**src/rtl/darksimv_xtor_pkg.sv**
```systemverilog
// rtl/darksimv_xtor_pkg.sv - shared types and constants for the darksimv beat sequencer
//
// Contents:
//   XT_DW / XT_AW / XT_GW : field widths of the queue entry structs
//   DROP_MAX              : saturation value of the dropped-capture counter
//   seq_state_e           : sequencer FSM states
//   stim_entry_t          : one stimulus beat {idata, datai, gap}
//   mon_entry_t           : one captured core cycle
//   sat_inc16             : saturating 16-bit increment
package darksimv_xtor_pkg;

    localparam int XT_DW = 32;
    localparam int XT_AW = 32;
    localparam int XT_GW = 4;

    localparam logic [15:0] DROP_MAX = 16'hFFFF;

    typedef enum logic [1:0] {
        IDLE = 2'd0,
        RUN  = 2'd1,
        GAP  = 2'd2
    } seq_state_e;

    typedef struct packed {
        logic [XT_DW-1:0] idata;
        logic [XT_DW-1:0] datai;
        logic [XT_GW-1:0] gap;
    } stim_entry_t;

    typedef struct packed {
        logic [XT_DW-1:0] idata;
        logic [XT_AW-1:0] iaddr;
        logic [XT_DW-1:0] datai;
        logic [XT_DW-1:0] datao;
        logic [XT_AW-1:0] daddr;
        logic [2:0]       dlen;
        logic             drd;
        logic             dwr;
    } mon_entry_t;

    function automatic logic [15:0] sat_inc16(input logic [15:0] v);
        return (v == DROP_MAX) ? v : v + 16'd1;
    endfunction

endpackage

```
**src/rtl/darksimv_sync_fifo.sv**
```systemverilog
// rtl/darksimv_sync_fifo.sv - synchronous FIFO with flush and occupancy level
//
// Ports:
//   clk, resn          : clock, synchronous active-low reset
//   flush              : empties the FIFO; wins over same-cycle push/pop
//   push, push_data    : write request (taken when not full, or full with a same-cycle pop)
//   pop, pop_data      : read request; pop_data is the head entry
//   full, empty, level : occupancy status
import darksimv_xtor_pkg::*;

module darksimv_sync_fifo #(
    parameter int WIDTH = 8,
    parameter int DEPTH = 8
) (
    input  logic                   clk,
    input  logic                   resn,
    input  logic                   flush,
    input  logic                   push,
    input  logic [WIDTH-1:0]       push_data,
    input  logic                   pop,
    output logic [WIDTH-1:0]       pop_data,
    output logic                   full,
    output logic                   empty,
    output logic [$clog2(DEPTH):0] level
);

    localparam int PW = $clog2(DEPTH);

    // One extra pointer bit distinguishes full from empty when indices match.
    logic [PW:0]      wr_ptr_q, wr_ptr_d;
    logic [PW:0]      rd_ptr_q, rd_ptr_d;
    logic [WIDTH-1:0] mem_q [DEPTH];
    logic             do_push;
    logic             do_pop;

    always_comb begin
        level    = wr_ptr_q - rd_ptr_q;
        full     = (level == (PW+1)'(DEPTH));
        empty    = (wr_ptr_q == rd_ptr_q);
        do_pop   = pop && !empty && !flush;
        // A pop in the same cycle frees the slot the push needs.
        do_push  = push && (!full || do_pop) && !flush;
        pop_data = mem_q[rd_ptr_q[PW-1:0]];
        wr_ptr_d = wr_ptr_q;
        rd_ptr_d = rd_ptr_q;
        if (flush) begin
            wr_ptr_d = '0;
            rd_ptr_d = '0;
        end else begin
            if (do_push) wr_ptr_d = wr_ptr_q + (PW+1)'(1);
            if (do_pop)  rd_ptr_d = rd_ptr_q + (PW+1)'(1);
        end
    end

    always_ff @(posedge clk) begin
        if (!resn) begin
            wr_ptr_q <= '0;
            rd_ptr_q <= '0;
        end else begin
            wr_ptr_q <= wr_ptr_d;
            rd_ptr_q <= rd_ptr_d;
        end
    end

    always_ff @(posedge clk) begin
        if (resn && do_push) begin
            mem_q[wr_ptr_q[PW-1:0]] <= push_data;
        end
    end

endmodule

```
**src/rtl/darksimv_beat_sequencer.sv**
```systemverilog
// rtl/darksimv_beat_sequencer.sv - streams queued beats into the darksimv core and captures its cycles
//
// Ports:
//   CLK, RESN, FLUSH                 : clock, sync active-low reset, queue/FSM flush pulse
//   S_VALID/S_READY/S_IDATA/S_DATAI/S_GAP : stimulus beat stream in
//   HLT, IDATA, DATAI                : registered drive to the core
//   IADDR, DADDR, DATAO, DLEN, DRD, DWR   : core outputs sampled on each run cycle
//   M_VALID/M_READY/M_ENTRY          : captured-cycle stream out
//   S_LEVEL, M_LEVEL                 : queue occupancies
//   M_OVF, M_DROPS                   : sticky overflow flag and saturating drop count
// DW/AW/GW must match the package entry widths.
import darksimv_xtor_pkg::*;

module darksimv_beat_sequencer #(
    parameter int DW     = XT_DW,
    parameter int AW     = XT_AW,
    parameter int SDEPTH = 8,
    parameter int MDEPTH = 8,
    parameter int GW     = XT_GW
) (
    input  logic                    CLK,
    input  logic                    RESN,
    input  logic                    FLUSH,
    input  logic                    S_VALID,
    output logic                    S_READY,
    input  logic [DW-1:0]           S_IDATA,
    input  logic [DW-1:0]           S_DATAI,
    input  logic [GW-1:0]           S_GAP,
    output logic                    HLT,
    output logic [DW-1:0]           IDATA,
    output logic [DW-1:0]           DATAI,
    input  logic [AW-1:0]           IADDR,
    input  logic [AW-1:0]           DADDR,
    input  logic [DW-1:0]           DATAO,
    input  logic [2:0]              DLEN,
    input  logic                    DRD,
    input  logic                    DWR,
    output logic                    M_VALID,
    input  logic                    M_READY,
    output mon_entry_t              M_ENTRY,
    output logic [$clog2(SDEPTH):0] S_LEVEL,
    output logic [$clog2(MDEPTH):0] M_LEVEL,
    output logic                    M_OVF,
    output logic [15:0]             M_DROPS
);

    stim_entry_t s_wdata, s_head;
    logic        s_full, s_empty, s_push, s_pop;
    mon_entry_t  m_wdata;
    logic        m_full, m_empty, m_pop;
    logic        capture, drop, take_next;

    seq_state_e  state_q, state_d;
    logic [GW-1:0] gap_q, gap_d;
    logic        hlt_q, hlt_d;
    logic [DW-1:0] idata_q, idata_d;
    logic [DW-1:0] datai_q, datai_d;
    logic        m_ovf_q, m_ovf_d;
    logic [15:0] m_drops_q, m_drops_d;

    darksimv_sync_fifo #(
        .WIDTH($bits(stim_entry_t)),
        .DEPTH(SDEPTH)
    ) u_stim_fifo (
        .clk      (CLK),
        .resn     (RESN),
        .flush    (FLUSH),
        .push     (s_push),
        .push_data(s_wdata),
        .pop      (s_pop),
        .pop_data (s_head),
        .full     (s_full),
        .empty    (s_empty),
        .level    (S_LEVEL)
    );

    darksimv_sync_fifo #(
        .WIDTH($bits(mon_entry_t)),
        .DEPTH(MDEPTH)
    ) u_mon_fifo (
        .clk      (CLK),
        .resn     (RESN),
        .flush    (FLUSH),
        .push     (capture),
        .push_data(m_wdata),
        .pop      (m_pop),
        .pop_data (M_ENTRY),
        .full     (m_full),
        .empty    (m_empty),
        .level    (M_LEVEL)
    );

    // Stream handshakes and capture path.
    always_comb begin
        // Held low during reset; otherwise reflects pre-pop occupancy only.
        S_READY = RESN && !s_full;
        s_push  = S_VALID && S_READY;
        s_wdata = '{idata: S_IDATA, datai: S_DATAI, gap: S_GAP};
        M_VALID = !m_empty;
        m_pop   = M_READY && !m_empty;
        m_wdata = '{idata: idata_q, iaddr: IADDR, datai: datai_q, datao: DATAO,
                    daddr: DADDR, dlen: DLEN, drd: DRD, dwr: DWR};
        capture = (state_q == RUN) && !FLUSH;
        // A same-cycle pop leaves room, so only a full queue without a pop drops.
        drop    = capture && m_full && !m_pop;
    end

    // Sequencer next-state.
    always_comb begin
        state_d   = state_q;
        gap_d     = gap_q;
        hlt_d     = hlt_q;
        idata_d   = idata_q;
        datai_d   = datai_q;
        s_pop     = 1'b0;
        take_next = 1'b0;

        case (state_q)
            IDLE: take_next = 1'b1;
            RUN: begin
                if (gap_q != '0) begin
                    state_d = GAP;
                    hlt_d   = 1'b1;
                end else begin
                    take_next = 1'b1;
                end
            end
            GAP: begin
                // Counter holds the remaining halt cycles including this one.
                if (gap_q <= GW'(1)) take_next = 1'b1;
                else                 gap_d     = gap_q - GW'(1);
            end
            default: begin
                state_d = IDLE;
                hlt_d   = 1'b1;
            end
        endcase

        if (take_next) begin
            if (!s_empty) begin
                s_pop   = 1'b1;
                state_d = RUN;
                hlt_d   = 1'b0;
                idata_d = s_head.idata;
                datai_d = s_head.datai;
                gap_d   = s_head.gap;
            end else begin
                state_d = IDLE;
                hlt_d   = 1'b1;
                gap_d   = '0;
            end
        end

        m_ovf_d   = m_ovf_q | drop;
        m_drops_d = drop ? sat_inc16(m_drops_q) : m_drops_q;

        if (FLUSH) begin
            state_d   = IDLE;
            hlt_d     = 1'b1;
            gap_d     = '0;
            s_pop     = 1'b0;
            m_ovf_d   = 1'b0;
            m_drops_d = '0;
        end
    end

    always_ff @(posedge CLK) begin
        if (!RESN) begin
            state_q   <= IDLE;
            gap_q     <= '0;
            hlt_q     <= 1'b1;
            idata_q   <= '0;
            datai_q   <= '0;
            m_ovf_q   <= 1'b0;
            m_drops_q <= '0;
        end else begin
            state_q   <= state_d;
            gap_q     <= gap_d;
            hlt_q     <= hlt_d;
            idata_q   <= idata_d;
            datai_q   <= datai_d;
            m_ovf_q   <= m_ovf_d;
            m_drops_q <= m_drops_d;
        end
    end

    assign HLT     = hlt_q;
    assign IDATA   = idata_q;
    assign DATAI   = datai_q;
    assign M_OVF   = m_ovf_q;
    assign M_DROPS = m_drops_q;

endmodule
```
**config.mk**
```make
export PLATFORM = sky130hd
export DESIGN_NAME = darksimv_beat_sequencer
export DESIGN_NICKNAME = d
export VERILOG_FILES = /design/src/rtl/darksimv_xtor_pkg.sv /design/src/rtl/darksimv_sync_fifo.sv /design/src/rtl/darksimv_beat_sequencer.sv
export SDC_FILE = /design/constraint.sdc
export NUM_CORES = 2
export LEC_CHECK = 0
export BUFFER_PORTS_ARGS = -buffer_cell sky130_fd_sc_hd__buf_2
export CORE_MARGIN = 3
export CORE_UTILIZATION = 40
export CTS_BUF_LIST = sky130_fd_sc_hd__clkbuf_4 sky130_fd_sc_hd__clkbuf_8
export DETAILED_ROUTE_END_ITERATION = 7
export PLACE_DENSITY = 0.65
export SYNTH_ARGS = -nofsm -noshare
export SYNTH_HDL_FRONTEND = slang
export SYNTH_HIERARCHICAL = 1
export SYNTH_SLANG_ARGS = --single-unit
```
**constraint.sdc**
```tcl
create_clock -name CLK -period 11.04 [get_ports CLK]
set_clock_uncertainty 0.15 [all_clocks]
set_input_delay 0.552 -clock CLK [delete_from_list [all_inputs] [get_ports CLK]]
set_output_delay 0.552 -clock CLK [all_outputs]
set_load 0.05 [all_outputs]
```
==> results.cfg, run 1 <==
[clock_tree]
ctsHoldBuffers = 175
clk_pin_slew_ns = 0.06
cts_root_buffer = clkbuf_8
ctsHtreeMaxLevel = 5
cts_sinks = 1974
cts_buffer_depth = 4
tritoncts = built
postCtsSetupBuffers = 0
cts_buffers = 341
clock_latency_ns = 1.05
ctsResizeCount = 0

[route]
viasPerCell = 5.26
routed_wl_um = 169000
dr.pass1.iters = 5
dr.first_iter.drc_count = 2720
wire_per_inst_um = 24.5
num_vias = 36300
drc = 0
antenna_left = 0

[logic_synthesis]
yosysTopAreaCell = edfxtp_1
async_reset_ff_frac = 0
synth.area.top_cells = edfxtp_1 74%, mux4_2 14%, mux2_2 3.5%, dfxtp_1 2.9%, o31ai_1 0.67%
ys_ff_latch = 1974
postSynthCellCount = 3329
syn_avg_cell_area_um2 = 22.6
synth_edf_count = 1864
synth_top_area_share = 0.745
synth_warnings = 6
yosysSeqAreaShare = 0.774
syn_nets = 3519
synth_cell_type_count = 63
ys.flop_type = edfxtp_1
netlist_area_um2 = 75200

[flow_run]
max-cap-violations = 0

[power]
power.leakage_nw = 28.2
power_density_nw_per_um2 = 167
max-vdd-ir-drop_mv = 0.125

[floorplanning]
design.die.area_um2 = 193000
initial_core_util = 0.404
ioPinCount = 431
die_h_um = 440
fp-row-count = 158
core_um2 = 186000
die_w_um = 440

[final_layout]
fin_area_um2 = 88700
synthToLayoutAreaGrowth_pct = 18.0
num-fill-cells = 15200
multiInputGateArea_um2 = 16200
final_common_cell = edfxtp_1
regArea_um2 = 58200
fin_cells = 6894
final_util = 0.477
final_layout_size_suffix_gt1_frac = 0.403
mostFrequentLayoutCells = 1864 x edfxtp_1, 466 x mux4_2, 430 x buf_2, 352 x clkbuf_8, 233 x mux2_2
final_nets = 4339

[placement]
finalWeightedCongestion = 0.784
dpl_cell_area_um2 = 80300
io_buffers = 430
hpwl_um = 95200
dp_cells = 6111

[timing]
fmax_ghz = 0.187
relSlewSlack = 0.287
hold_viol = 0
setup_violations = 0
fin_crit_ns = 5.35
rsz0062_at_grt = false
fin_setup_tns_ns = 0
timing.hold.ws_ns = 0.160
period_share = 0.485
worst_slew_pin_slew_ns = 1.07
drv_slew = 0

[setup_path]
critPathMaxFanout = 101
critPathKind = reg -> out
cp.arrival_ns = 4.65
start_kind = register
end_kind = output port
required_ns = 10.34

[grt]
grtUsageTotal = 0.175
grt_max_degree = 102
antenna_found_initial = 22
grt_pass1_wl_um = 251000
gr-total-overflow = 0
grt_pass1_vias = 38500

[hold_path]
hold_path.class = in -> reg

[outcome]
outcome = finished, final reports clean
-- registers in the layout, summed over array words and instances, names as in the netlist, named ones only --
signal                count
DATAI                    32
u_mon_fifo/rd_ptr_q       4
u_stim_fifo/wr_ptr_q      4
u_mon_fifo/wr_ptr_q       4
IDATA                    32
u_stim_fifo/mem_q       544
M_DROPS                  16
M_OVF                     1
HLT                       1
u_mon_fifo/mem_q       1320
gap_q                     4
u_stim_fifo/rd_ptr_q      4
state_q                   2
-- cell type report --
class / instances / area share
clock buffers: 467 / 0.0644
well taps: 2480 / 0.0350
multi-input cells: 1137 / 0.182
clock inverters: 129 / 0.0101
diodes: 12 / 0.000339
repair buffers: 666 / 0.0504
flip-flops and latches: 1974 / 0.656
inverters: 29 / 0.00123
-- cells in the mapped netlist, types with 10 or more instances --
| cell | count |
|---|---|
| a21oi_1 | 78 |
| mux2i_1 | 13 |
| nand4_1 | 70 |
| mux2_2 | 233 |
| o31ai_1 | 67 |
| nor2_1 | 38 |
| ha_1 | 14 |
| inv_1 | 29 |
| mux4_2 | 466 |
| buf_1 | 19 |
| or2_2 | 10 |
| nand2_1 | 35 |
| buf_2 | 65 |
| clkbuf_1 | 98 |
| dfxtp_1 | 110 |
| edfxtp_1 | 1864 |
| nand3_1 | 14 |
-- layer usage --
metal  global-route usage  part of all wire
met5                    0           0.00041
met4               0.0810             0.045
met3               0.0390             0.053
met2                0.290              0.50
met1                0.218              0.40
-- path summary, 6_finish.rpt --
path / startpoint / endpoint / slack, ns / cells after the start
hold reg to reg: M_DROPS[5] / M_DROPS[5] / 0.35 / 2
hold / removal: S_DATAI[0] / u_stim_fifo/mem_q[6][4] / 0.16 / 2
setup / recovery: register / M_ENTRY[51] / 5.69 / 5
setup reg to reg: u_stim_fifo/wr_ptr_q[0] / u_stim_fifo/mem_q[2][43] / 5.84 / 14
-- power by group --
| group | switching [W] | internal [W] |
|---|---|---|
| clock | 0.00281 | 0.00362 |
| sequential | 0.0000149 | 0.00817 |
| combinational | 0.000132 | 0.0000821 |
-- per-stage QoR --
stage / total power [W] / worst slack (ns)
detailed placement: 0.00850 / 5.81
finish: 0.0148 / 5.69
global placement: 0.00849 / 5.91
global route: 0.0154 / 5.17
floorplan: 0.00839 / 1.35
CTS: 0.0150 / 5.40
-- kinds of logic (layout without fill, tap and decap cells) --
kind of cell / after synthesis / after routing / synth area share
buffers and inverters: 218 / 1291 / 0.0127
flip-flops: 1974 / 1974 / 0.774
AND/OR/NAND/NOR: 218 / 218 / 0.0166
adder cells (fa/ha/maj): 16 / 16 / 0.00286
other: 0 / 12 / 0
XOR/XNOR: 12 / 12 / 0.00150
multiplexers: 712 / 712 / 0.176
AO/OA/AOI/OAI: 179 / 179 / 0.0162
-- critical path: stages, from the launching register on --
cell and delay [ns]:
dfxtp_4 0.86, buf_12 0.64, buf_4 0.81, mux4_2 0.60
mux2_2 0.30, buf_2 0.22
(Power assumes the default switching activity.)
==> run 2: changes to the inputs <==
clock period = 5.45 ns   (was 11.04 ns; I/O delays follow)
==> run 2 against run 1 <==
Critical path depth rose by 7. Highest routed layer unchanged. Via count rose by 1.6%. Largest power group unchanged. Setup slack worse by 4.5 ns.
==> results.cfg, run 2 (synthesis results as in run 1) <==
[route]
drc = 0
antenna_left = 0
viasPerCell = 5.22
wire_per_inst_um = 24.5
routed_wl_um = 173000
dr.pass1.iters = 5
dr.first_iter.drc_count = 2864
num_vias = 36900

[placement]
io_buffers = 430
dp_cells = 6142
dp_slack_ns = 1.18
finalWeightedCongestion = 0.783
hpwl_um = 102000

[clock_tree]
ctsHtreeMaxLevel = 5
cts_root_buffer = clkbuf_8
clk_pin_slew_ns = 0.06
cts_sinks = 1974
clock_latency_ns = 1.00
postCtsSetupBuffers = 0
cts_buffers = 335
tritoncts = built
cts_buffer_depth = 4

[floorplanning]
fp-row-count = 158
die_h_um = 440
core_um2 = 186000
design.die.area_um2 = 193000
initial_core_util = 0.404
ioPinCount = 431
die_w_um = 440

[timing]
drv_slew = 0
worst_slew_pin_slew_ns = 1.29
relSlewSlack = 0.140
hold_viol = 0
timing.hold.ws_ns = 0.254
fin_crit_ns = 4.24
setup_ws_ns = 1.21
rsz0062_at_grt = false
period_share = 0.779
fmax_ghz = 0.236
setup_violations = 0

[grt]
grt_pass1_vias = 38900
grtUsageTotal = 0.178
grt_max_degree = 112
grt_pass1_wl_um = 257000
antenna_found_initial = 12
gr-total-overflow = 0

[final_layout]
synthToLayoutAreaGrowth_pct = 20.9
mostFrequentLayoutCells = 1864 x edfxtp_1, 466 x mux4_2, 430 x buf_2, 345 x dlygate4sd3_1, 344 x clkbuf_8
largest_register_ffs = 1320
final_common_cell = edfxtp_1
final_layout_size_suffix_gt1_frac = 0.387
final_nets = 4534
fin_cells = 7066

[setup_path]
start_kind = register
cp.arrival_ns = 4.76
critPathMaxFanout = 12
end_kind = register
critPathKind = reg -> reg
required_ns = 5.96

[power]
internal_power_w = 0.0238
power_density_nw_per_um2 = 328
comb_power_share = 0.018
p_switching_w = 0.00596
p_clk_frac = 0.425
p_sw_frac = 0.200
power.leakage_nw = 29.0
max-vdd-ir-drop_mv = 0.212
p_total_w = 0.0298
sequentialPowerShare = 0.556

[hold_path]
hold_path.class = in -> reg

[outcome]
outcome = finished, final reports clean

[flow_run]
max-cap-violations = 0
## run 2: cell types whose count changed in the layout (fill, tap and decap cells not counted), sizes merged
cell,before,now
clkinv,107,105
inv,32,34
dlygate4sd3,175,345
diode,12,6
buf,491,522
clkbuf,467,445
bufinv,12,11
## run 2: timing repair
action	CTS	global route
hold buffers	345	0
hold endpoints to repair	1846	0
resized for setup	0	0
## run 2: power groups by stage
stage	clock, W	sequential (W)	combinational (W)
floorplan	0	0.0169	0.0000693
global placement	0	0.0169	0.000321
detailed placement	0	0.0169	0.000335
CTS	0.0131	0.0166	0.000543
global route	0.0138	0.0166	0.000584
finish	0.0127	0.0166	0.000540
## run 2: metrics by stage
step / setup TNS, ns / area, um^2 / utilization
2_1_floorplan: -2425.15 / 75200 / -
3_3_place_gp: 0 / 81100 / 0.436
3_5_place_dp: 0 / 81100 / 0.436
4_1_cts: 0 / 90900 / 0.488
5_1_grt: 0 / 90900 / 0.488
6_report: 0 / 90900 / 0.488
## run 2: final cells by class
| class | count | area, um^2 |
|---|---|---|
| Fill cell | 15100 | 95200 |
| Sequential cell | 1974 | 58200 |
| Multi-Input combinational cell | 1137 | 16200 |
| Timing Repair Buffer | 867 | 6910 |
| Clock buffer | 445 | 5490 |
| Tap cell | 2480 | 3100 |
| Clock inverter | 128 | 857 |
| Inverter | 29 | 109 |
| Antenna cell | 6 | 15.0 |
## run 2: worst max-delay path: stages (launching register included)
cell	delay (ns)
dfxtp_1	0.56
inv_1	0.15
fa_1	0.45
xor2_1	0.17
and3_1	0.22
and3_1	0.18
nor2_1	0.10
and2_1	0.13
nand2b_1	0.09
a41oi_4	0.35
nand3_2	0.27
nor3_4	0.77
buf_4	0.32
## run 2: final timing paths
check                            endpoint               startpoint  cells after the start  slack [ns]
hold / removal     u_mon_fifo/wr_ptr_q[1]                    FLUSH                      5        0.25
setup / recovery  u_stim_fifo/mem_q[0][9]  u_stim_fifo/wr_ptr_q[1]                     12        1.21
setup reg to reg  u_stim_fifo/mem_q[0][9]  u_stim_fifo/wr_ptr_q[1]                     12        1.21
hold reg to reg                     M_OVF                    M_OVF                      2        0.32
## run 2: layer usage
metal / GRT usage / up-vias / wire [um]
li1: - / 16200 / -
met1: 0.225 / 19400 / 69200
met2: 0.302 / 988 / 88500
met3: 0.0377 / 325 / 8950
met4: 0.0699 / 8 / 6330
met5: 0 / - / 55
==> run 3: changes to the inputs <==
PLACE_DENSITY = 0.67   (was 0.65)
clock period = 3.7 ns   (was 5.45 ns; I/O delays follow)
==> run 3 against run 2 <==
Critical path depth rose by 2. Power rose by 46%. Global-route usage up 0.17 points. Cell count up 0.61%. Utilization rose by 0.41 points. Design area up 0.83%. Clock power is 44% higher. Hold slack got worse by 0.059 ns. Highest routed layer unchanged. First-iteration DRC count down 1.3%. Fmax increased by 19%. Setup slack got worse by 1.1 ns. Sequential power increased by 47%.
==> results.cfg, run 3 (synthesis results as in run 1) <==
[outcome]
outcome = finished, final reports clean

[clock_tree]
tritoncts = built
cts_root_buffer = clkbuf_8
cts_sinks = 1974
cts_buffer_depth = 4
ctsHtreeMaxLevel = 5
clock_latency_ns = 1.02
cts_buffers = 336
clk_pin_slew_ns = 0.06

[grt]
antenna_found_initial = 16
grt_pass1_wl_um = 259000
grtUsageTotal = 0.180
grt_max_degree = 74
gr-total-overflow = 0
grt_pass1_vias = 39100

[timing]
setup_ws_ns = 0.146
period_share = 0.960
timing.hold.ws_ns = 0.195
relSlewSlack = 0.469
rsz0062_at_grt = true
hold_viol = 0
fin_setup_tns_ns = 0
drv_slew = 0
fmax_ghz = 0.281
fin_crit_ns = 3.55
setup_violations = 0
worst_slew_pin_slew_ns = 0.796

[setup_path]
crit_start = u_stim_fifo/wr_ptr_q[0]
critPathKind = reg -> reg
r2r_start = u_stim_fifo/wr_ptr_q[0]
start_kind = register
rrSetupSlack_ns = 0.15
required_ns = 4.17
slowest_stage = fa_1
timing.rr.end = u_stim_fifo/mem_q[2][41]
critPathMaxFanout = 51
path_cells = inv_1, ha_1, fa_1, xor2_1, and3_1, and3_1, nor2_2, and2_1, nand2b_1, a41oi_4, nand3_2, buf_4, nor2_4, buf_12
reg2regPathDepth = 14
critPathMaxStageDelay_ns = 0.38
end_kind = register
cp_common_cell = and3_1
crit_path_end = u_stim_fifo/mem_q[2][41]
cp.arrival_ns = 4.03

[route]
antenna_left = 0
routed.top_layer = met5
drc = 0
viasPerCell = 5.25
wire_per_inst_um = 24.5
routed_wl_um = 174000
met1_length_um = 68900
num_vias = 37300
dr.first_iter.drc_count = 2826
met3_length_um = 9340
dr.pass1.iters = 5
wl_met2_um = 89100

[hold_path]
hold_path.class = in -> reg

[floorplanning]
die_w_um = 440
ioPinCount = 431
fp-row-count = 158
core_um2 = 186000
design.die.area_um2 = 193000
die_h_um = 440
initial_core_util = 0.404

[final_layout]
final_layout_size_suffix_gt1_frac = 0.396
multiInputGateArea_um2 = 16300
final_util = 0.493
mostFrequentLayoutCells = 1864 x edfxtp_1, 466 x mux4_2, 419 x buf_2, 351 x clkbuf_8, 347 x dlygate4sd3_1
largest_register_ffs = 1320
synthToLayoutAreaGrowth_pct = 21.9
regArea_um2 = 58200
final_common_cell = edfxtp_1
final_nets = 4578
num-fill-cells = 14800

[flow_run]
max-cap-violations = 0

[power]
power.leakage_nw = 29.3
power_density_nw_per_um2 = 476
p_total_w = 0.0436
max-vdd-ir-drop_mv = 0.336

[placement]
hpwl_um = 107000
io_buffers = 430
dp_slack_ns = 0.120
finalWeightedCongestion = 0.794
==> run 3: through the flow <==
| step | instance area (um^2) | instances |
|---|---|---|
| 2_1_floorplan | 75300 | 3329 |
| 3_5_place_dp | 81700 | 6177 |
| 3_3_place_gp | 81700 | 6177 |
| 5_1_grt | 91600 | 7107 |
| 6_report | 91600 | 7109 |
| 4_1_cts | 91500 | 7096 |
==> run 3: worst max-delay path, delay by kind of cell, from the launching register on <==
kind | cells | cell delay, ns
AOI/OAI and AO/OA | 1 | 0.28
DFF | 1 | 0.33
and+or+nand+nor | 7 | 1.01
xor gates and xnor gates | 1 | 0.17
buffers and inverters | 3 | 0.59
adders and majority gates | 2 | 0.61
==> run 3: metal layers <==
layer,vias to the layer above,track usage
li1,16300,-
met3,324,0.0354
met2,1193,0.300
met1,19500,0.231
met4,4,0.0778
met5,-,0
==> run 3: final cells by class <==
cell class,count,area share
antenna,10,0.000273
clock buffer,436,0.0596
clock inverter,133,0.00833
inverter,29,0.00122
multi-input combinational,1137,0.178
sequential,1974,0.635
tap,2480,0.0339
timing repair buffer,910,0.0839
==> run 3: worst min-delay path by stage <==
stage,from,end,cells past startpoint
floorplan,DWR,u_mon_fifo/mem_q[0][0],0
global placement,M_OVF,M_OVF,2
detailed placement,IADDR[27],u_mon_fifo/mem_q[1][128],1
CTS,FLUSH,u_mon_fifo/wr_ptr_q[0],5
global route,FLUSH,u_mon_fifo/wr_ptr_q[0],5
finish,FLUSH,u_mon_fifo/wr_ptr_q[0],5
==> run 3: where the power goes <==
part	switching [W]	leakage, nW	internal [W]
Clock	0.00839	3.28	0.00995
Combinational	0.000442	8.26	0.000371
Sequential	0.0000490	17.8	0.0244
==> run 3: timing repair <==
action / in CTS / in global routing
setup buffers: 2 / 2
hold buffers: 347 / 0
hold endpoints to repair: 2109 / 0
resized for setup: 15 / 21
pin swaps: 0 / 0
endpoints found under the setup margin: 75 / 87
cloned: 1 / 1
